[config.mk]
export PLATFORM = sky130hd
export DESIGN_NAME = prog_loader
export DESIGN_NICKNAME = d
export VERILOG_FILES = /design/src/rtl/prog_loader_pkg.sv /design/src/rtl/loader_byte_pair.sv /design/src/rtl/prog_loader.sv
export SDC_FILE = /design/constraint.sdc
export NUM_CORES = 1
export LEC_CHECK = 0
export CAP_MARGIN = 5
export CORE_MARGIN = 1.5
export CORE_UTILIZATION = 40
export DETAILED_ROUTE_END_ITERATION = 7
export GPL_ROUTABILITY_DRIVEN = 0
export GPL_TIMING_DRIVEN = 0
export PLACE_DENSITY = 0.57
export SLEW_MARGIN = 20
export SYNTH_ARGS = -nofsm -noshare
export SYNTH_HDL_FRONTEND = slang
export SYNTH_SLANG_ARGS = --single-unit
[constraint.sdc]
create_clock -name clk -period 3.95 [get_ports clk]
set_input_delay 0.79 -clock clk [delete_from_list [all_inputs] [get_ports clk]]
set_output_delay 0.79 -clock clk [all_outputs]
set_load 0.02 [all_outputs]
[src/rtl/prog_loader_pkg.sv]
// Shared types and constants for the program loader.
//   loader_state_t : loader FSM states
//   HDR_BYTES      : header length in bytes (16-bit little-endian instruction count)
//   BYTES_PER_INST : payload bytes per instruction word
//   MAX_COUNT      : capacity for the default 11-bit PC; max_count() derives it for any width
package prog_loader_pkg;

    typedef enum logic [3:0] {
        StIdle,
        StHdrLo,   // alias of StIdle, never entered
        StHdrHi,
        StInstLo,
        StInstHi,
        StWrite,
        StHold,
        StRun,
        StFin
    } loader_state_t;

    localparam int unsigned HDR_BYTES        = 2;
    localparam int unsigned BYTES_PER_INST   = 2;
    localparam int unsigned DEFAULT_PC_WIDTH = 11;
    localparam int unsigned MAX_COUNT        = 2 ** DEFAULT_PC_WIDTH;

    function automatic int unsigned max_count(input int unsigned pc_width);
        return 32'd1 << pc_width;
    endfunction

endpackage

[src/rtl/loader_byte_pair.sv]
// Assembles a low/high byte pair into a 9-bit instruction word.
//   clk_i, reset_i : clock, synchronous active-high reset
//   byte_i         : stream byte
//   lo_en_i        : latch byte_i as the low byte
//   hi_en_i        : byte_i is the high byte of the current pair
//   lo_byte_o      : last latched low byte
//   word_o         : {byte_i[0], lo_byte}; valid while hi_en_i is high
//   pair_done_o    : pair completes this cycle
module loader_byte_pair (
    input  logic       clk_i,
    input  logic       reset_i,
    input  logic [7:0] byte_i,
    input  logic       lo_en_i,
    input  logic       hi_en_i,
    output logic [7:0] lo_byte_o,
    output logic [8:0] word_o,
    output logic       pair_done_o
);

    logic [7:0] lo_q, lo_d;

    always_comb begin
        lo_d = lo_q;
        if (lo_en_i) begin
            lo_d = byte_i;
        end
    end

    always_ff @(posedge clk_i) begin
        if (reset_i) begin
            lo_q <= 8'h00;
        end else begin
            lo_q <= lo_d;
        end
    end

    // Only bit 0 of the high byte carries data; bits 7:1 are ignored.
    assign word_o      = {byte_i[0], lo_q};
    assign pair_done_o = hi_en_i;
    assign lo_byte_o   = lo_q;

endmodule

[src/rtl/prog_loader.sv]
// Host-side program loader: receives a byte stream (2-byte instruction count followed by
// 2 bytes per instruction), writes 9-bit words sequentially into instruction memory, holds
// the core in start until START_HOLD cycles after the last write, then waits for cpu_done.
//   clk, reset            : clock, synchronous active-high reset
//   byte_in/byte_valid    : stream input; byte_ready decoded from state (transfer = valid & ready)
//   mem_we/addr/data      : instruction memory write port, registered
//   cpu_start             : high holds the core at PC 0
//   cpu_done              : core finished
//   busy                  : high outside IDLE
//   load_done             : one-cycle pulse after cpu_done
//   load_err              : sticky header error, cleared by the next accepted header byte
module prog_loader
    import prog_loader_pkg::*;
#(
    parameter int unsigned PC_WIDTH   = 11,
    parameter int unsigned INST_WIDTH = 9,
    parameter int unsigned START_HOLD = 2
) (
    input  logic                  clk,
    input  logic                  reset,
    input  logic [7:0]            byte_in,
    input  logic                  byte_valid,
    output logic                  byte_ready,
    output logic                  mem_we,
    output logic [PC_WIDTH-1:0]   mem_addr,
    output logic [INST_WIDTH-1:0] mem_data,
    output logic                  cpu_start,
    input  logic                  cpu_done,
    output logic                  busy,
    output logic                  load_done,
    output logic                  load_err
);

    localparam int unsigned CntW     = PC_WIDTH + 1;
    localparam int unsigned MaxCount = max_count(PC_WIDTH);

    loader_state_t state_q, state_d;
    logic                  mem_we_q, mem_we_d;
    logic [PC_WIDTH-1:0]   mem_addr_q, mem_addr_d;
    logic [INST_WIDTH-1:0] mem_data_q, mem_data_d;
    logic                  cpu_start_q, cpu_start_d;
    logic                  busy_q, busy_d;
    logic                  load_done_q, load_done_d;
    logic                  load_err_q, load_err_d;
    logic [CntW-1:0]       count_q, count_d;
    logic [CntW-1:0]       written_q, written_d;
    logic [3:0]            hold_q, hold_d;

    logic                     rx_state;
    logic                     lo_en;
    logic                     hi_en;
    logic [7:0]               lo_byte;
    logic [8:0]               pair_word;
    logic                     pair_done;
    logic [HDR_BYTES*8-1:0]   hdr_count;
    logic                     hdr_bad;

    // Enables depend on registered state only, keeping the next-state logic loop-free.
    assign rx_state   = (state_q == StIdle)   || (state_q == StHdrLo) || (state_q == StHdrHi) ||
                        (state_q == StInstLo) || (state_q == StInstHi);
    assign byte_ready = rx_state && !reset;
    assign lo_en      = byte_valid && byte_ready &&
                        (state_q == StIdle || state_q == StHdrLo || state_q == StInstLo);
    assign hi_en      = byte_valid && byte_ready && (state_q == StInstHi);

    // The header low byte shares the pair's low-byte register.
    loader_byte_pair u_byte_pair (
        .clk_i      (clk),
        .reset_i    (reset),
        .byte_i     (byte_in),
        .lo_en_i    (lo_en),
        .hi_en_i    (hi_en),
        .lo_byte_o  (lo_byte),
        .word_o     (pair_word),
        .pair_done_o(pair_done)
    );

    assign hdr_count = {byte_in, lo_byte};
    assign hdr_bad   = ({16'd0, hdr_count} > MaxCount);

    always_comb begin
        state_d     = state_q;
        mem_we_d    = 1'b0;
        mem_addr_d  = mem_addr_q;
        mem_data_d  = mem_data_q;
        cpu_start_d = cpu_start_q;
        load_done_d = 1'b0;
        load_err_d  = load_err_q;
        count_d     = count_q;
        written_d   = written_q;
        hold_d      = hold_q;

        unique case (state_q)
            StIdle, StHdrLo: begin
                if (lo_en) begin
                    load_err_d = 1'b0;
                    state_d    = StHdrHi;
                end
            end
            StHdrHi: begin
                if (byte_valid) begin
                    if (hdr_bad) begin
                        load_err_d = 1'b1;
                        state_d    = StIdle;
                    end else begin
                        load_err_d = 1'b0;
                        count_d    = CntW'(hdr_count);
                        written_d  = '0;
                        mem_addr_d = '0;
                        if (hdr_count == '0) begin
                            hold_d  = '0;
                            state_d = StHold;
                        end else begin
                            state_d = StInstLo;
                        end
                    end
                end
            end
            StInstLo: begin
                if (lo_en) begin
                    state_d = StInstHi;
                end
            end
            StInstHi: begin
                if (pair_done) begin
                    mem_we_d   = 1'b1;
                    mem_data_d = INST_WIDTH'(pair_word);
                    state_d    = StWrite;
                end
            end
            StWrite: begin
                // Address advances after the strobe cycle; wraps only when count == capacity.
                mem_addr_d = mem_addr_q + PC_WIDTH'(1);
                written_d  = written_q + CntW'(1);
                if (written_q + CntW'(1) == count_q) begin
                    hold_d  = '0;
                    state_d = StHold;
                end else begin
                    state_d = StInstLo;
                end
            end
            StHold: begin
                if (hold_q == 4'(START_HOLD - 1)) begin
                    cpu_start_d = 1'b0;
                    state_d     = StRun;
                end else begin
                    hold_d = hold_q + 4'd1;
                end
            end
            StRun: begin
                if (cpu_done) begin
                    cpu_start_d = 1'b1;
                    load_done_d = 1'b1;
                    state_d     = StFin;
                end
            end
            StFin: begin
                state_d = StIdle;
            end
            default: begin
                state_d = StIdle;
            end
        endcase

        busy_d = (state_d != StIdle);
    end

    always_ff @(posedge clk) begin
        if (reset) begin
            state_q     <= StIdle;
            mem_we_q    <= 1'b0;
            mem_addr_q  <= '0;
            mem_data_q  <= '0;
            cpu_start_q <= 1'b1;
            busy_q      <= 1'b0;
            load_done_q <= 1'b0;
            load_err_q  <= 1'b0;
            count_q     <= '0;
            written_q   <= '0;
            hold_q      <= '0;
        end else begin
            state_q     <= state_d;
            mem_we_q    <= mem_we_d;
            mem_addr_q  <= mem_addr_d;
            mem_data_q  <= mem_data_d;
            cpu_start_q <= cpu_start_d;
            busy_q      <= busy_d;
            load_done_q <= load_done_d;
            load_err_q  <= load_err_d;
            count_q     <= count_d;
            written_q   <= written_d;
            hold_q      <= hold_d;
        end
    end

    assign mem_we    = mem_we_q;
    assign mem_addr  = mem_addr_q;
    assign mem_data  = mem_data_q;
    assign cpu_start = cpu_start_q;
    assign busy      = busy_q;
    assign load_done = load_done_q;
    assign load_err  = load_err_q;

endmodule

## Word level (Yosys, flattened, before mapping)

Cells that the tools add are included.
Widths: inputs -> output; s select.

| word-level totals | value |
|---|---|
| register bits after elaboration | 65 |
| bits of input ports | 12 |
| output and inout port bits | 26 |
| word-level logic and storage cells | 93 |

| operators by class | value |
|---|---|
| add/subtract/negate cells | 3 |
| magnitude comparators | 1 |
| equality and inequality tests | 17 |
| mux-type cells | 31 |
| bitwise operators | 3 |
| reductions and logical operators | 26 |

Operators with widths:

| operator | count |
|---|---|
| $mux 4 | 11 |
| $pmux 4 s7 | 1 |
| $mux 12 | 2 |
| $pmux 12 s2 | 1 |
| $mux 11 | 2 |
| $pmux 11 s2 | 1 |
| $eq 4x3->1 const B | 4 |
| $gt 16x12->1 const B | 1 |
| $logic_not 16->1 | 1 |
| $ne 2x2->1 const B | 7 |
| $add 12x1->12 const B | 1 |
| $eq 12x12->1 | 1 |
| $pmux 4 s3 | 1 |
| $reduce_and 3->1 | 4 |
| $add 11x1->11 const B | 1 |
| $mux 3 | 3 |
| $eq 4x1->1 const B | 2 |
| $eq 4x2->1 const B | 2 |
| $mux 1 | 7 |
| $reduce_and 6->1 | 1 |
| $reduce_bool 2->1 | 3 |
| $reduce_or 2->1 | 3 |
| $logic_or 1x1->1 | 5 |
| $add 4x1->4 const B | 1 |
| 9 further kinds | 15 |

## Logic depth before layout (Yosys ltp)

Gate-level depths: netlist (run 1).

| depth | value |
|---|---|
| word-level depth | 11 |
| mapped depth | 9 |

## Modules after synthesis

Synthesis (run 1) repeated with hierarchy kept, for this count alone.

| unflattened totals | value |
|---|---|
| cells, all modules | 391 |
| area, all modules | 3,318.2 um2 |

Modules (own cells, without submodules):

| module | instances | cells each | area an instance (um2) |
|---|---|---|---|
| prog_loader | 1 | 355 | 2,957.8 |
| loader_byte_pair | 1 | 36 | 360.3 |

## Worst setup path before layout (run 1)

No wires, ideal clock.

| timing path | value |
|---|---|
| path kind | input-to-reg |
| start point | input port byte_in[7] |
| end point | register mem_addr_q[5] (netlist: mem_addr[5]) |
| setup time | 70 ps |
| arrival | 2,610 ps |
| setup slack | 1,270 ps |
| stages | 7 |
| buffers on the path | 1 |
| path through | or4_4 -> or4_4 -> o21ai_2 -> buf_6 -> nand4_4 -> or3_1 -> a21oi_1 |

| on the way | value |
|---|---|
| cells in the longest elaborated chain, start to end | 3 |

Ends and longest elaborated chain:

| item | RTL line | text |
|---|---|---|
| start: declaration | prog_loader.sv:21 | `input logic [7:0] byte_in,` |
| $gt 16x12->1 | prog_loader.sv:79 | `assign hdr_bad = ({16'd0, hdr_count} > MaxCount);` |
| $ne 2x2->1 (no source line) | n/a |  |
| $reduce_and 3->1 (no source line) | n/a |  |
| end signal: assignment | prog_loader.sv:184 | `mem_addr_q <= mem_addr_d;` |
| end: declaration | prog_loader.sv:39 | `logic [PC_WIDTH-1:0] mem_addr_q, mem_addr_d;` |

No other way between the ends.
A chain may end at the register's enable or synchronous reset.

## Final worst setup path (run 1)

Ends and elaborated chain as after synthesis.

==> results_dict.tcl, run 1 <==
set metrics [dict create \
    rsz0062_at_grt "no" \
    vias 2961 \
    finalSetupTns_ps 0 \
    finalCritPeriodShare 0.7549 \
    design.die.area_um2 8418 \
    peakVddDrop_v 0.0002020 \
    cp_max_fo 10 \
    stdcell_count 562 \
    finalWorstSetupSlack_ps 968.3 \
    ys_types 52 \
    synth.avg_cell_area_um2 7.703 \
    ys_seq_area_frac 0.4130 \
    crit_required_ps 4220 \
    path_class "primary input to flip-flop" \
    finalSetupViolations 0 \
    dp.cells 547 \
    drt_iter0_markers 102 \
    syn_area_um2 3151 \
    syn-num-nets 425 \
    cts_hold_buf 0 \
    drive_gt1_frac 0.06739 \
    cts-root-buf "clkbuf_8" \
    drv_cap 0 \
    insertion_delay_ps 340 \
    cp.arrival_ps 3250 \
    die_w_um 91.75 \
    multiInputGateArea_um2 1735 \
    synthCells 409 \
    drc 0 \
    pin_count 38 \
    cts_tree "built" \
    maxSlewHeadroom 0.5308 \
    synth-main-ff-cell "dfxtp_1" \
    fmax_ghz 0.3354 \
    leakagePower_nw 1.283 \
    p_per_area_nw_per_um2 335.2 \
    cts.sinks 65 \
    grtUsageTotal 0.2020 \
    drtAntennaViolNets 0 \
    area_delta_synth_final_pct 21.52 \
    cts_buffers 9 \
    slew_viol_final 0 \
    ys_warn_count 0 \
    core_um2 7687 \
    cts_resized 0 \
    synth_edf_count 0 \
    utilization 0.4980 \
    diodes 0 \
    wl_per_cell_um 14.29 \
    viasPerCell 5.269 \
    overflow 0 \
    postLayoutCellArea_um2 3829 \
    cts_setup_buffers 0 \
    ff_latch_area_um2 1301 \
    grt_pass1_vias 2810 \
    async_reset_ff_frac 0 \
    cts_buffer_depth 2 \
    drt-pass1-iter-count 4 \
    hpwlAfterDp_um 5768 \
    fin_skew_ps 12.87 \
    end_kind "flip-flop" \
    placed_area_um2 3638 \
    htreeDepth 3 \
    fill_cells 780 \
    num_rows 32 \
    antenna_found_initial 0 \
    status "complete, no violations" \
    fin_crit_ps 2982 \
    wirelength_um 8030 \
    grt_max_degree 12 \
    yosys-top-cells-area "dfxtp_1, nand2_1, a21oi_1, nor2_1, xnor2_1" \
    synth_seq_cells 65 \
    netlist.area_leader.share 0.4130 \
    critPathLaunchType "primary input" \
    initial_utilization 0.4098 \
    final_net_count 472 \
    die_y_um 91.75 \
    hp-class "flip-flop to flip-flop" \
    cts.clk_slew.worst_paths_ps 80 \
    place.port_buffers 36 \
    report.final.hold_viol_count 0 \
    dp_slack_ps 641.4 \
    worst_pin_slew_ps 703.7 \
    synth_top_area_cell "dfxtp_1" \
    grt_pass1_wl_um 13410 \
]
-- power breakdown --
part | leakage [nW] | switching (W) | total (W) | internal [W]
combinational | 0.667 | 0.0000415 | 0.0000674 | 0.0000259
clock | 0.0909 | 0.000264 | 0.000548 | 0.000285
sequential | 0.525 | 0.00000674 | 0.000668 | 0.000661
total | 1.28 | 0.000312 | 0.00128 | 0.000972
-- registers in the layout (all words and copies together), names as in the netlist --
| register | cells |
|---|---|
| mem_we | 1 |
| written_q | 12 |
| cpu_start | 1 |
| state_q | 4 |
| u_byte_pair.lo_byte_o | 8 |
| load_done | 1 |
| busy | 1 |
| hold_q | 4 |
| mem_data | 9 |
| load_err | 1 |
| count_q | 12 |
| mem_addr | 11 |
-- stage by stage --
step / total power [W] / hold slack, ps
floorplan: 0.0007188 / 447.8
global placement: 0.0007498 / 445.2
detailed placement: 0.0007502 / 450.6
CTS: 0.001294 / 465.1
global route: 0.001330 / 481.1
finish: 0.001284 / 458.8
-- layer usage --
metal  track usage  share of wire
met3       0.04975          0.045
met1        0.2578           0.48
met4       0.09615          0.023
met2        0.3197           0.46
met5             0              0
-- synthesized netlist by cell type (2+ instances only) --
master,count
xnor2_1,14
dfxtp_1,65
a22oi_1,2
nor2b_1,6
nand3_1,20
xor2_1,9
or4_4,2
nand4_1,8
nand2b_1,5
nor3_1,15
o21ai_0,13
a311oi_1,3
a31oi_1,2
nand2_1,74
a211oi_1,2
or3_1,3
inv_1,5
o21a_1,2
a21oi_1,48
ha_1,4
and3_1,2
buf_2,3
nor4_1,6
clkbuf_1,19
nor2_1,50
-- worst paths after layout --
kind	startpoint	end	slack [ps]	cells past startpoint
max	byte_in[7]	mem_addr[5]$_SDFFE_PP0P_	970	8
min	mem_data[1]$_SDFFE_PP0P_	mem_data[1]$_SDFFE_PP0P_	460	2
max reg2reg	written_q[0]$_SDFFE_PP0P_	hold_q[3]$_SDFFE_PP0P_	1170	8
min reg2reg	mem_data[1]$_SDFFE_PP0P_	mem_data[1]$_SDFFE_PP0P_	460	2
-- layout make-up --
class,count,area share
sequential,65,0.3399
multi-input combinational,315,0.4533
clock inverter,6,0.01569
timing repair buffer,36,0.09412
clock buffer,9,0.03235
inverter,5,0.004902
tap,102,0.03333
buffer,24,0.02647
-- worst max-delay path, cell delays in order --
cell and delay [ps]:
clkdlybuf4s50_1 440, or4_4 560, or4_4 460, o21ai_2 230, buf_6 180, nand4_4 120
or3_1 330, a21oi_1 140
-- placed cells by master (no fill, tap or decap), drive strengths merged, types with 4 or more instances in the layout --
master         synthesis  routed
a21oi                 49      49
buf                    5       5
clkbuf                19      28
clkdlybuf4s50          0      36
dfxtp                 65      65
ha                     4       4
inv                    5       5
nand2                 74      74
nand2b                 5       5
nand3                 21      21
nand4                  9       9
nor2                  50      50
nor2b                  6       6
nor3                  15      15
nor4                   7       7
o21ai                 15      15
xnor2                 14      14
xor2                   9       9
-- logic make-up after synthesis --
logic type | synth area share
adders and majority gates | 0.01589
buffers and inverters | 0.03812
DFF | 0.4130
AOI/OAI and AO/OA | 0.1529
xor gates and xnor gates | 0.07149
and+or+nand+nor | 0.3086
Note: power is estimated with default switching activity, not from simulation.
==> inputs of run 2 (changes only) <==
--- a/config.mk
+++ b/config.mk
@@ -11,7 +11,7 @@
 export DETAILED_ROUTE_END_ITERATION = 7
 export GPL_ROUTABILITY_DRIVEN = 0
 export GPL_TIMING_DRIVEN = 0
-export PLACE_DENSITY = 0.57
+export PLACE_DENSITY = 0.6
 export SLEW_MARGIN = 20
 export SYNTH_ARGS = -nofsm -noshare
 export SYNTH_HDL_FRONTEND = slang
==> constraint.sdc (replaced) <==
create_clock -name clk -period 2.5 [get_ports clk]
set_input_delay 0.5 -clock clk [delete_from_list [all_inputs] [get_ports clk]]
set_output_delay 0.5 -clock clk [all_outputs]
set_load 0.02 [all_outputs]
==> run 2 against run 1 <==
Combinational power rose by 59%. Global-route usage shrank 0.098 points. Sequential share of layout area down 0.99 points. Via count rose by 2.2%. Total power rose by 63%. Clock skew up 2.7 ps. Largest power group unchanged.
==> results_dict.tcl, run 2 (synthesis gave the netlist of run 1 again) <==
set metrics [dict create \
    status "complete, no violations" \
    diodes 0 \
    cp_max_fo 7 \
    design.die.area_um2 8418 \
    die_w_um 91.75 \
    ff2ff_path_depth 8 \
    overflow 0 \
    p_per_area_nw_per_um2 531.3 \
    fmax_ghz 0.4128 \
    num_rows 32 \
    use_met3 0.04643 \
    cts.sinks 65 \
    wl_per_cell_um 14.22 \
    layout.cells.most_common "nand2_1" \
    vias 3027 \
    whs_ps 454.7 \
    r2r_end "hold_q[0]$_SDFFE_PP0P_" \
    pin_count 38 \
    wirelength_um 8022 \
    worstReg2RegStart "written_q[0]$_SDFFE_PP0P_" \
    worst_pin_slew_ps 684.1 \
    use_met2 0.3240 \
    cts_buffers 9 \
    grt_max_degree 12 \
    hp-start "mem_data[7]$_SDFFE_PP0P_" \
    final_net_count 473 \
    finalSetupViolations 0 \
    viasPerCell 5.367 \
    initial_utilization 0.4098 \
    power.total_w 0.002095 \
    antenna_found_initial 0 \
    die_y_um 91.75 \
    peakVddDrop_v 0.0003386 \
    hpwlAfterDp_um 5622 \
    fill_cells 771 \
    utilization 0.5130 \
    leakagePower_nw 1.388 \
    hp-class "flip-flop to flip-flop" \
    fin_skew_ps 15.54 \
    drtAntennaViolNets 0 \
    drt_iter0_markers 167 \
    cts_buffer_depth 2 \
    core_um2 7687 \
    cts.clk_slew.worst_paths_ps 70 \
    drv_cap 0 \
    postLayoutCellArea_um2 3944 \
    end_kind "flip-flop" \
    drc 0 \
    ff_latch_area_um2 1301 \
    grt_pass1_wl_um 13500 \
    place.port_buffers 36 \
    path_class "flip-flop to flip-flop" \
    drive_gt1_frac 0.09957 \
    grt_pass1_vias 2870 \
    critPathLaunchType "flip-flop" \
    finalCritPeriodShare 0.9690 \
    drt-pass1-iter-count 5 \
    cts_tree "built" \
    fin_crit_ps 2423 \
    insertion_delay_ps 350 \
    htreeDepth 3 \
    grt_util_met1 0.2624 \
    grtUsageTotal 0.2011 \
    cts-root-buf "clkbuf_8" \
    maxSlewHeadroom 0.5404 \
    final_cell_mix "nand2_1, dfxtp_1, nor2_1" \
    min_to "mem_data[7]$_SDFFE_PP0P_" \
    slew_viol_final 0 \
    crit_required_ps 2700 \
    hold_depth 2 \
    report.final.hold_viol_count 0 \
    r2r_setup_slack_ps 80 \
    area_delta_synth_final_pct 25.18 \
    grt-busiest-layer "met2" \
    cp.arrival_ps 2620 \
    placed_area_um2 3638 \
    multiInputGateArea_um2 1807 \
]
-- run 2: cell types whose count changed in the layout (fill, tap and decap cells not counted), moves of 3 or more --
cell	delta
clkdlybuf4s50_1	-5
buf_4	+5
dlygate4sd2_1	+4
clkbuf_1	-3
-- run 2: routing by layer --
layer / part of all wire / vias up
li1: - / 1518
met2: 0.47 / 97
met3: 0.053 / 11
met4: 0.014 / 0
met1: 0.46 / 1401
met5: 0 / -
-- run 2: cell type report --
class / instances / area share
plain buffers: 20 / 0.02221
multi-input cells: 315 / 0.4581
flip-flops and latches: 65 / 0.3299
inverters: 5 / 0.004759
clock buffers: 12 / 0.03934
well taps: 102 / 0.03236
clock inverters: 4 / 0.01301
repair buffers: 41 / 0.1003
-- run 2: timing repair --
action,in CTS,in global routing
hold buffers,0,0
setup endpoints to repair,26,17
buffers inserted,3,2
endpoints found under the hold margin,0,0
pin swaps,5,7
gates resized for setup,12,9
-- run 2: worst max path at each step --
stage | startpoint | to | slack [ps]
floorplan | byte_in[7] | mem_addr[5]$_SDFFE_PP0P_ | 110
global placement | byte_in[7] | busy$_SDFF_PP0_ | -500
detailed placement | byte_in[7] | mem_addr[9]$_SDFFE_PP0P_ | -540
CTS | written_q[5]$_SDFFE_PP0P_ | hold_q[0]$_SDFFE_PP0P_ | 7
global route | written_q[2]$_SDFFE_PP0P_ | hold_q[3]$_SDFFE_PP0P_ | -20
finish | written_q[0]$_SDFFE_PP0P_ | hold_q[0]$_SDFFE_PP0P_ | 80
-- run 2: critical path: stages (launching register included) --
cell and delay [ps]:
dfxtp_1 460, ha_2 300, xor3_1 230, nor3_1 200
nand4b_1 170, nor4_1 230, o211ai_1 260, a21oi_2 300
a311oi_1 130
-- run 2: report_power, final --
| part | internal (W) | leakage [nW] | switching, W | total (W) |
|---|---|---|---|---|
| sequential | 0.00105 | 0.525 | 0.0000100 | 0.00106 |
| clock | 0.000515 | 0.103 | 0.000418 | 0.000934 |
| combinational | 0.0000400 | 0.761 | 0.0000666 | 0.000107 |
-- run 2: through the flow --
stage | TNS (ps) | std cells | setup WS [ps]
global placement | -14250 | 547 | -505.0
CTS | 0 | 565 | 7.222
floorplan | 0 | 409 | 110.3
finish | 0 | 564 | 77.46
global route | -29.10 | 564 | -22.11
detailed placement | -14680 | 547 | -536.2
==> inputs of run 3 (changes only) <==
--- a/config.mk
+++ b/config.mk
@@ -7,11 +7,11 @@
 export LEC_CHECK = 0
 export CAP_MARGIN = 5
 export CORE_MARGIN = 1.5
-export CORE_UTILIZATION = 40
+export CORE_UTILIZATION = 50
 export DETAILED_ROUTE_END_ITERATION = 7
 export GPL_ROUTABILITY_DRIVEN = 0
 export GPL_TIMING_DRIVEN = 0
-export PLACE_DENSITY = 0.6
+export PLACE_DENSITY = 0.73
 export SLEW_MARGIN = 20
 export SYNTH_ARGS = -nofsm -noshare
 export SYNTH_HDL_FRONTEND = slang
==> run 3 against run 2 <==
Sequential power about the same. Clock skew fell by 2.6 ps. Sequential share of layout area increased by 0.59 points. Global-route usage increased by 4.4 points. Hold slack improved by 6.3 ps. Count of clock-buffer cells in the layout is 3 lower. Fmax grew 0.32%. Non-clock buffer count shrank 2. Design area shrank 1.6%. Clock power decreased by 1%. Register-to-register slack gained 60 ps. Wire length fell by 4.5%. Critical path type is now primary input to flip-flop. Critical endpoint is now mem_addr[5]$_SDFFE_PP0P_. Largest cell class unchanged. Highest routed layer unchanged.
==> results_dict.tcl, run 3 (synthesis gave the netlist of run 1 again) <==
set metrics [dict create \
    status "complete, no violations" \
    cts_tree "built" \
    fill_cells 545 \
    die_w_um 82.38 \
    cts.clk_slew.worst_paths_ps 80 \
    design.die.area_um2 6786 \
    grt_pass1_wl_um 12560 \
    final_net_count 471 \
    wirelength_um 7661 \
    cts_buffers 9 \
    drt_iter0_markers 124 \
    report.final.hold_viol_count 0 \
    antenna_found_initial 0 \
    worstReg2RegStart "written_q[2]$_SDFFE_PP0P_" \
    wl_per_cell_um 14.32 \
    rsz0062_at_grt "no" \
    fin_crit_ps 2415 \
    grtUsageTotal 0.2447 \
    vias 3014 \
    htreeDepth 3 \
    drt-pass1-iter-count 5 \
    insertion_delay_ps 350 \
    fmax_ghz 0.4141 \
    layout.cells.most_common "nand2_1" \
    viasPerCell 5.634 \
    hpwlAfterDp_um 5389 \
    utilization 0.6475 \
    crit_start "byte_in[6]" \
    whs_ps 461.0 \
    finalCritPeriodShare 0.9659 \
    num_rows 28 \
    fin_skew_ps 12.98 \
    drtAntennaViolNets 0 \
    cts_buffer_depth 2 \
    finalSetupTns_ps 0 \
    cts-root-buf "clkbuf_8" \
    p_per_area_nw_per_um2 537.6 \
    maxSlewHeadroom 0.5444 \
    worstSetupEndpoint "mem_addr[5]$_SDFFE_PP0P_" \
    critPathLaunchType "primary input" \
    crit_required_ps 2790 \
    drive_gt1_frac 0.09348 \
    overflow 0 \
    finalSetupViolations 0 \
    finalWorstSetupSlack_ps 85.27 \
    hp-class "flip-flop to flip-flop" \
    pin_count 38 \
    peakVddDrop_v 0.0003334 \
    cp.arrival_ps 2710 \
    slew_viol_final 0 \
    cts_hold_buf 0 \
    die_y_um 82.38 \
    drv_cap 0 \
    diodes 0 \
    final_cell_mix "nand2_1, dfxtp_1, nor2_1" \
    ff2ff_path_depth 8 \
    grt_pass1_vias 2758 \
    leakagePower_nw 1.343 \
    worst_pin_slew_ps 680.9 \
    end_kind "flip-flop" \
    drc 0 \
    area_delta_synth_final_pct 23.11 \
    dp_slack_ps -482.0 \
    cp_max_fo 5 \
    place.port_buffers 36 \
    core_um2 5991 \
    r2r_end "hold_q[3]$_SDFFE_PP0P_" \
    dp.cells 520 \
    grt_max_degree 14 \
    r2r_setup_slack_ps 140 \
    cts.sinks 65 \
    stdcell_count 535 \
    path_class "primary input to flip-flop" \
    initial_utilization 0.5259 \
]
## run 3: how the worst min path moves through the flow
stage / start / cells after the start / end
after floorplan: count_q[10]$_SDFFE_PP0P_ / 2 / count_q[10]$_SDFFE_PP0P_
after global placement: mem_data[8]$_SDFFE_PP0P_ / 2 / mem_data[8]$_SDFFE_PP0P_
after detailed placement: mem_data[3]$_SDFFE_PP0P_ / 2 / mem_data[3]$_SDFFE_PP0P_
after CTS: mem_data[3]$_SDFFE_PP0P_ / 2 / mem_data[3]$_SDFFE_PP0P_
after global routing: mem_data[3]$_SDFFE_PP0P_ / 2 / mem_data[3]$_SDFFE_PP0P_
final: mem_data[3]$_SDFFE_PP0P_ / 2 / mem_data[3]$_SDFFE_PP0P_
## run 3: final cells by class
class / count / area, µm² / share of cell area
multi-input cells: 315 / 1803 / 0.4648
clock inverters: 7 / 77.57 / 0.02000
plain buffers: 22 / 93.84 / 0.02419
clock buffers: 9 / 123.9 / 0.03194
well taps: 75 / 93.84 / 0.02419
flip-flops and latches: 65 / 1303 / 0.3358
repair buffers: 37 / 365.4 / 0.09419
inverters: 5 / 18.77 / 0.004839
## run 3: stage by stage
stage	total power (W)	cell area, µm²
after floorplan	0.001136	3151
after global placement	0.001182	3605
final	0.002085	3879
after detailed placement	0.001182	3605
after global routing	0.002156	3879
after CTS	0.002093	3817
## run 3: worst max-delay path: stages
cell           delay (ps)
dlygate4sd2_1         250
or4_4                 540
or4_4                 470
o21ai_4               180
buf_6                 130
nand4_4               110
or3_1                 390
a21oi_2               120
## run 3: layer usage
layer	track usage	share of wire	up-vias
met4	0.1085	0.019	0
met2	0.3943	0.47	86
li1	-	-	1510
met5	0	0	-
met3	0.05495	0.052	16
met1	0.3114	0.46	1402
## run 3: where the power goes
part | leakage, nW | switching [W] | internal, W | total (W)
Clock | 0.100 | 0.000456 | 0.000469 | 0.000925
Sequential | 0.525 | 0.0000101 | 0.00104 | 0.00105
Combinational | 0.718 | 0.0000659 | 0.0000396 | 0.000106
## run 3: timing repair
action | 4_1_cts | 5_1_grt
endpoints found under the setup margin | 26 | 16
resized for setup | 7 | 13
pin swaps | 5 | 2
buffers inserted | 1 | 0
